`config.mk`:
```
export PLATFORM = sky130hd
export DESIGN_NAME = rf_ckpt_ctrl
export DESIGN_NICKNAME = d
export VERILOG_FILES = /design/src/rtl/rf_ckpt_ctrl.sv
export SDC_FILE = /design/constraint.sdc
export NUM_CORES = 1
export LEC_CHECK = 0
export CAP_MARGIN = 20
export CORE_MARGIN = 10
export CORE_UTILIZATION = 54
export CTS_CLUSTER_SIZE = 20
export DETAILED_ROUTE_END_ITERATION = 10
export GPL_TIMING_DRIVEN = 0
export PLACE_DENSITY_LB_ADDON = 0.1
export REMOVE_ABC_BUFFERS = 1
export SYNTH_ARGS = -nofsm -noshare
export SYNTH_HDL_FRONTEND = slang
export SYNTH_SLANG_ARGS = --single-unit
```
`constraint.sdc`:
```
create_clock -name CLK -period 18.4 [get_ports CLK]
set_input_delay 5.52 -clock CLK [delete_from_list [all_inputs] [get_ports CLK]]
set_output_delay 5.52 -clock CLK [all_outputs]
set_load 0.005 [all_outputs]
```
`src/rtl/rf_ckpt_ctrl.sv`:
```
// Checkpoint manager for a register file with a whole-file replace port.
// Optional protocol checking is enabled with `define NCPU_CKPT_CHECK_EN.
module rf_ckpt_ctrl #(
  parameter int DW        = 6,
  parameter int AW        = 5,
  parameter int NUM_WRITE = 2,
  parameter int NUM_CKPT  = 4,
  parameter int CW        = 2
) (
  input  logic                    CLK,
  input  logic                    RST,
  input  logic [DW*(1<<AW)-1:0]   RF_DO,
  input  logic [NUM_WRITE-1:0]    RF_WE,
  input  logic [AW*NUM_WRITE-1:0] RF_WADDR,
  input  logic [DW*NUM_WRITE-1:0] RF_WDATA,
  input  logic                    ALLOC_VALID,
  output logic                    ALLOC_READY,
  output logic [CW-1:0]           ALLOC_ID,
  input  logic                    FREE,
  input  logic                    RECOVER,
  input  logic [CW-1:0]           RECOVER_ID,
  output logic                    RF_REP,
  output logic [DW*(1<<AW)-1:0]   RF_DI,
  output logic [CW:0]             COUNT,
  output logic                    ERR
);

  localparam int NE = 1 << AW;
  localparam int FW = DW * NE;
  localparam logic [CW:0] FULL_C = (CW+1)'(NUM_CKPT);

  logic [FW-1:0] slot_r [NUM_CKPT];
  logic [CW-1:0] head_r;
  logic [CW-1:0] tail_r;
  logic [CW:0]   count_r;
  logic          rep_r;
  logic [FW-1:0] di_r;
  logic          err_r;

  logic [FW-1:0] snap_s;
  logic          free_ok_s;
  logic [CW-1:0] head_n_s;
  logic [CW:0]   count_f_s;
  logic [CW-1:0] dist_s;
  logic          rec_ok_s;
  logic          alloc_ready_s;
  logic          alloc_ok_s;
  logic          err_set_s;
  logic [CW-1:0] tail_nx_s;
  logic [CW:0]   count_nx_s;

  // Head and count as seen after any same-cycle free; recover is judged against these.
  assign free_ok_s     = FREE & (count_r != {(CW+1){1'b0}});
  assign head_n_s      = head_r + CW'(free_ok_s);
  assign count_f_s     = count_r - (CW+1)'(free_ok_s);
  assign dist_s        = RECOVER_ID - head_n_s;
  assign alloc_ready_s = (count_r != FULL_C) & ~rep_r;
  assign alloc_ok_s    = ALLOC_VALID & alloc_ready_s & ~RECOVER;

`ifdef NCPU_CKPT_CHECK_EN
  logic live_s;
  assign live_s    = ({1'b0, dist_s} < count_f_s);
  assign rec_ok_s  = RECOVER & live_s;
  assign err_set_s = (ALLOC_VALID & ~alloc_ready_s)
                   | (FREE & (count_r == {(CW+1){1'b0}}))
                   | (RECOVER & ~live_s);
`else
  assign rec_ok_s  = RECOVER;
  assign err_set_s = 1'b0;
`endif

  // Snapshot = file contents after this edge; later ports override earlier ones.
  always_comb begin
    snap_s = RF_DO;
    for (int p = 0; p < NUM_WRITE; p++) begin
      for (int e = 0; e < NE; e++) begin
        if (RF_WE[p] && (RF_WADDR[p*AW +: AW] == AW'(e))) begin
          snap_s[e*DW +: DW] = RF_WDATA[p*DW +: DW];
        end else begin
          snap_s[e*DW +: DW] = snap_s[e*DW +: DW];
        end
      end
    end
  end

  // Next tail and count; a recover truncates the buffer at the restored slot.
  always_comb begin
    tail_nx_s  = tail_r;
    count_nx_s = count_r;
    if (rec_ok_s) begin
      tail_nx_s  = RECOVER_ID;
      count_nx_s = {1'b0, dist_s};
    end else begin
      tail_nx_s  = tail_r + CW'(alloc_ok_s);
      count_nx_s = count_f_s + (CW+1)'(alloc_ok_s);
    end
  end

  // Pointer, count, replace and error registers.
  always_ff @(posedge CLK or posedge RST) begin
    if (RST) begin
      head_r  <= {CW{1'b0}};
      tail_r  <= {CW{1'b0}};
      count_r <= {(CW+1){1'b0}};
      rep_r   <= 1'b0;
      di_r    <= {FW{1'b0}};
      err_r   <= 1'b0;
    end else begin
      head_r  <= head_n_s;
      tail_r  <= tail_nx_s;
      count_r <= count_nx_s;
      rep_r   <= rec_ok_s;
      err_r   <= err_r | err_set_s;
      if (rec_ok_s) begin
        di_r <= slot_r[RECOVER_ID];
      end else begin
        di_r <= di_r;
      end
    end
  end

  // Snapshot storage carries no reset; only allocated slots are ever read.
  always_ff @(posedge CLK) begin
    if (alloc_ok_s) begin
      slot_r[tail_r] <= snap_s;
    end else begin
      slot_r[tail_r] <= slot_r[tail_r];
    end
  end

  assign ALLOC_READY = alloc_ready_s;
  assign ALLOC_ID    = tail_r;
  assign RF_REP      = rep_r;
  assign RF_DI       = di_r;
  assign COUNT       = count_r;
  assign ERR         = err_r;

endmodule
```
# Word level (Yosys, flattened, before mapping)
# Memories as Yosys holds them, arrays and structs flattened. A register that Yosys moved wholly into a read port is not among the register bits.
# Cells that the tools add are included.
[word_totals] register_bits=8 mem_bits_rw=768 inputBits=223 output_inout_bits=200 word_cells=219 mem_count=1
[classes] addsub=5 eq_ne=64 muxes=70 bitwise=7 reduce_logical=68
[mem_list] memory="slot_r" depth=4 word_bits=192 rd=1 rd_ports_with_merged_regs=1 write_ports=1 line="32" text="logic [FW-1:0] slot_r [NUM_CKPT];"
[ops] operator="$mux W6" count=64
[ops] operator="$mux W192" count=1
[ops] operator="$eq A5 B5 Y1 const B" count=32
[ops] operator="$eq A5 B4 Y1 const B" count=16
[ops] operator="$logic_and A1 B1 Y1" count=64
[ops] operator="$eq A5 B3 Y1 const B" count=8
[ops] operator="$eq A5 B2 Y1 const B" count=4
[ops] operator="$eq A5 B1 Y1 const B" count=2
[ops] operator="$logic_not A5 Y1" count=2
[ops] operator="$add A2 B1 Y2" count=2
[ops] operator="$and A1 B1 Y1" count=4
[ops] operator="$add A3 B1 Y3" count=1
[ops] operator="$mux W1" count=3
[ops] operator="$mux W3" count=1
[ops] operator="$ne A3 B3 Y1 const B" count=1
[ops] operator="$reduce_bool A3 Y1" count=1
[ops] operator="$sub A3 B1 Y3" count=1
[ops] operator="$mux W2" count=1
[ops] operator="$not A1 Y1" count=2
[ops] operator="$reduce_and A2 Y1" count=1
[ops] operator="$sub A2 B2 Y2" count=1
[ops] operator="$ne A0 B0 Y1" count=1
[ops] operator="$or A1 B1 Y1" count=1

# Longest topological paths before layout
# Gate-level depths: netlist of run 1.
[logic_depth] ltp_word=7 depth_mapped=9 depth_no_buf=8

# Worst setup path after synthesis of run 1
# OpenSTA, ideal clock, no wires.
[synth_path] path_type="input to register" startpoint="in RECOVER" endpoint="mem slot_r[1][0] (netlist bit) (enable)" setup_time_ns=1.019 arrival_ns=19.877 t_required_ns=17.381 slack_ns=-2.495 path_stages=4 n_path_buf=1 path_cell_list="buf_2 -> nor2_1 -> nand3b_1 -> nor3b_1"
[synth_between] elab_chain_len=5 word_cells_on_any_way=7 cone_classes="mux (3); bitwise (3); reduce/logical (1)"
[synth_rtl] element="from (decl)" line="20" text="input logic RECOVER,"
[synth_rtl] element="$not A1 Y1 (*)" line="58" text="assign alloc_ok_s = ALLOC_VALID & alloc_ready_s & ~RECOVER;"
[synth_rtl] element="$and A1 B1 Y1 (*)" line="58"
[synth_rtl] element="$mux W1, on equally long branches" line="124, 127"
[synth_rtl] element="$mux W1 (implied by the code) or $reduce_and A2 Y1 (tied branches)"
[synth_rtl] element="$or A1 B1 Y1 (no source line) (*)"
[synth_rtl] element="to (decl)" line="32"
# Every way passes the cells marked *; elsewhere a longest branch is shown, timed or not.

# Final worst setup path of run 1
[layout_path] startpoint="in ALLOC_VALID" endpoint="mem slot_r[2][103] (netlist bit) (enable)"
[layout_between] elab_chain_len=5 word_cells_on_any_way=7 cone_classes="mux (3); bitwise (3); reduce/logical (1)"
[layout_rtl] element="from (decl)" line="16" text="input logic ALLOC_VALID,"
[layout_rtl] element="$and A1 B1 Y1 (*) (2 in series)" line="58"
[layout_rtl] element="$mux W1, on equally long branches" line="124, 127"
[layout_rtl] element="$mux W1 (implied by the code) or $reduce_and A2 Y1 (tied branches)"
[layout_rtl] element="$or A1 B1 Y1 (no source line) (*)"
# Marked as above.

==> run summary, run 1 <==
Crit path time final: 7850 ps
Initial DRC count: 2970
Gr usage total: 0.270
Syn_area_per_cell: 16.2 um2
Buffers on Ports: 421
Slew Limit Fails: 0
Slowest cell on the critical path: nor3b_2
Vias: 25300
Worst path cell trace: clkdlybuf4s50_1 -> nand3b_1 -> nor3b_2 -> buf_6 -> buf_6 -> buf_6 -> buf_6 -> buf_6 -> buf_6 -> buf_6 -> buf_6
H-tree Lvls: 3
Total grt overflow: 0
Share of post-route cells with drive strength above 1: 0.239
Slew Limit Headroom: 0.320
Post-CTS Setup Repair Bufs: 0
Clock Path Buffers: 3
Setup slack, reg-to-reg: 15190 ps
Top-count cell post-synth: edfxtp_1
RSZ-0062 raised after global routing: no
Post-synth EDFFs: 768
Fmax: 127 MHz
Worst EP arrival: 8210 ps
Peak supply drop: 0.0000773 V
Synth area leader: edfxtp_1
Worst slew pin tran: 1020 ps
Worst path bufs/invs: 9
Cell Pwr Density: 100 mW/mm2
HP Class: flip-flop to flip-flop
Hold Path Origin: head_r[1]
Starting density of the core: 0.544
Synth Register Bits: 968
Cell mode on critical path: buf_6
Row cnt: 100
Core area: 0.0743 mm2
Antenna Nets Post-Route: 0
Drt wl/cell: 30.0 um
FILL cells: 5035
CTS Sinks: 968
Ports: 423
Fin cells: 3934
CP delay by family, top: buffers and inverters
Reg2reg path depth: 11
Number of distinct library cells after synthesis: 40
Status: finished, final reports clean
Setup CP Type: input port to flip-flop
First-pass GRT wire length: 171000 um
Total wire length: 118000 um
Vias in the first global route: 25700
CTS Root Cell: clkbuf_16
Resized Gates After CTS: 0
Vias per cell: 6.44
CTS tree: built
Synth area leaders: edfxtp_1 (57%), dfrtp_1 (12%), mux4_2 (11%)
Final setup violation count: 0
Post-synth top cells: edfxtp_1 (768), dfrtp_1 (200), nand2_1 (195)
Area growth, synth to finish: 23.2%
Reg-to-Reg End: slot_r[2][103]
Clock Skew: 16.8 ps
Placer Congestion: 0.793
Final worst slack: 10550 ps
Synth Flop Type: edfxtp_1
Seq/Total Area, Yosys: 0.694
Die Y: 294 um
Max-cap check violation count: 0
CP startpoint kind: input port
Largest net degree at the start of global routing: 104
Async set-or-reset flop fraction in the synthesized netlist: 0.207
Crit path max fanout: 10
Worst Setup EP: slot_r[2][103]
Final hold viol count: 0
Crit end category: flip-flop
Die Width: 294 um
DRC: 0
DRT Pass-1 Iters: 6
Reg2reg start: COUNT[2]
Setup slack at placement: 9870 ps
Critical Path RT: 18760 ps
Synthesized area: 0.0404 mm2
Num CTS Buffers: 96
Lkg Pwr: 16.4 nW
Synth warnings: 0
Mapped Cells: 2495
Initial antenna violation count: 6
Die area: 0.0862 mm2
TNS Setup: 0 ps
CP peak stage delay: 530 ps
Hold Slack: 471 ps
Top-area cell type share of the netlist area: 0.570
Final Net Count: 3112
Worst Setup SP: ALLOC_VALID
Cts hold-fix bufs: 0
Cell depth of the worst setup path: 11
Crit share post-route: 0.427
Pwr Total: 4.99 mW
CTS clock-pin slew for the worst setup and hold paths: 60 ps
Clk_lat worst skew: 650 ps
DP Cell Count: 3753
Final HPWL DP: 79700 um
[sequential cells by signal, summed over array words and instances (netlist names)]
name	flops
head_r	2
COUNT	3
ALLOC_ID	2
slot_r	768
RF_DI	192
RF_REP	1
[worst min-delay path by stage]
stage | end | slack (ps) | depth (start not counted)
6_report | head_r[1] | 470 | 1
5_1_grt | head_r[1] | 520 | 1
4_1_cts | head_r[1] | 470 | 1
3_5_place_dp | head_r[1] | 460 | 1
3_3_place_gp | head_r[1] | 460 | 1
2_1_floorplan | head_r[1] | 450 | 1
[worst reg2reg max path, stage by stage, from the launching register on]
cell and delay (ps):
dfrtp_1 420, nor3b_1 180, nand3b_1 310, nor3b_2 530
buf_6 240, buf_6 180, buf_6 170, buf_6 190
buf_6 170, buf_6 180, buf_6 190, buf_6 180
[placed cells by master (no fill, tap or decap), types with 4 or more instances in the layout]
| cell type | Yosys | final |
|---|---|---|
| a31oi_1 | 188 | 188 |
| a31oi_2 | 4 | 4 |
| and3_1 | 7 | 6 |
| and3b_1 | 12 | 12 |
| buf_12 | 0 | 9 |
| buf_16 | 0 | 20 |
| buf_2 | 55 | 6 |
| buf_6 | 3 | 70 |
| buf_8 | 0 | 22 |
| bufinv_16 | 0 | 4 |
| clkbuf_1 | 165 | 33 |
| clkbuf_16 | 0 | 100 |
| clkbuf_8 | 0 | 13 |
| clkdlybuf4s50_1 | 0 | 412 |
| clkinv_1 | 0 | 5 |
| clkinv_2 | 0 | 18 |
| dfrtp_1 | 200 | 200 |
| edfxtp_1 | 768 | 768 |
| ha_1 | 5 | 5 |
| inv_1 | 7 | 6 |
| mux2_2 | 194 | 194 |
| mux4_2 | 192 | 192 |
| nand2_1 | 195 | 194 |
| nand2b_2 | 0 | 4 |
| nand4b_1 | 6 | 6 |
| nand4bb_1 | 6 | 4 |
| nor3_1 | 193 | 192 |
| nor3b_2 | 0 | 8 |
| o21ai_0 | 155 | 155 |
| o21ai_1 | 38 | 38 |
| or2_0 | 4 | 4 |
| or2_1 | 5 | 5 |
| or2_2 | 25 | 25 |
| xnor2_1 | 5 | 5 |
[power breakdown]
part	internal (mW)	switching, mW	total, mW
combinational	0.282	0.270	0.553
clock	1.11	0.811	1.92
sequential	2.47	0.0513	2.52
total	3.86	1.13	4.99
[metrics by stage]
stage / instance area, um2 / util
2_1_floorplan: 39400 / -
5_1_grt: 49800 / 0.670
6_report: 49800 / 0.670
3_3_place_gp: 44800 / 0.603
4_1_cts: 49800 / 0.670
3_5_place_dp: 46700 / 0.629
[metal layers]
layer / track usage / wire (um)
met1: 0.358 / 45100
met2: 0.424 / 55900
met3: 0.0774 / 12800
met4: 0.0962 / 4240
met5: 0 / 48
[area by class of cell]
cell class                      instances  area (um2)  area share
Antenna cell                            1        2.50   0.0000502
Clock buffer                          146        2810      0.0563
Clock inverter                         33         280     0.00563
Inverter                                7        33.8    0.000678
Multi-Input combinational cell       1268       11400       0.229
Sequential cell                       968       28100       0.563
Tap cell                              969        1210      0.0243
Timing Repair Buffer                  542        6030       0.121
[logic make-up after synthesis]
logic type,count (synthesis),share of synthesized area
XOR/XNOR,6,0.00130
flip-flops,968,0.694
buffers and inverters,259,0.0273
other,1,0.0000927
AND/OR/NAND/NOR,482,0.0595
adder cells (fa/ha/maj),6,0.00204
multiplexers,387,0.161
AO/OA/AOI/OAI,386,0.0544
Note: power is estimated with default switching activity, not from simulation.
==> inputs of run 2 (changes only) <==
==> constraint.sdc (replaced) <==
create_clock -name CLK -period 7.31 [get_ports CLK]
set_input_delay 2.193 -clock CLK [delete_from_list [all_inputs] [get_ports CLK]]
set_output_delay 2.193 -clock CLK [all_outputs]
set_load 0.005 [all_outputs]
==> results of run 2 <==
The final DEF is identical to that of run 1. Status: finished, final reports clean.
Among the figures that moved: setup slack after placement 9870 ps -> 2110 ps; setup slack after layout 10550 ps -> 2790 ps; register-to-register setup slack 15190 ps -> 4100 ps; total power 4.99 mW -> 12.6 mW; worst IR drop on VDD 0.0000773 V -> 0.000194 V
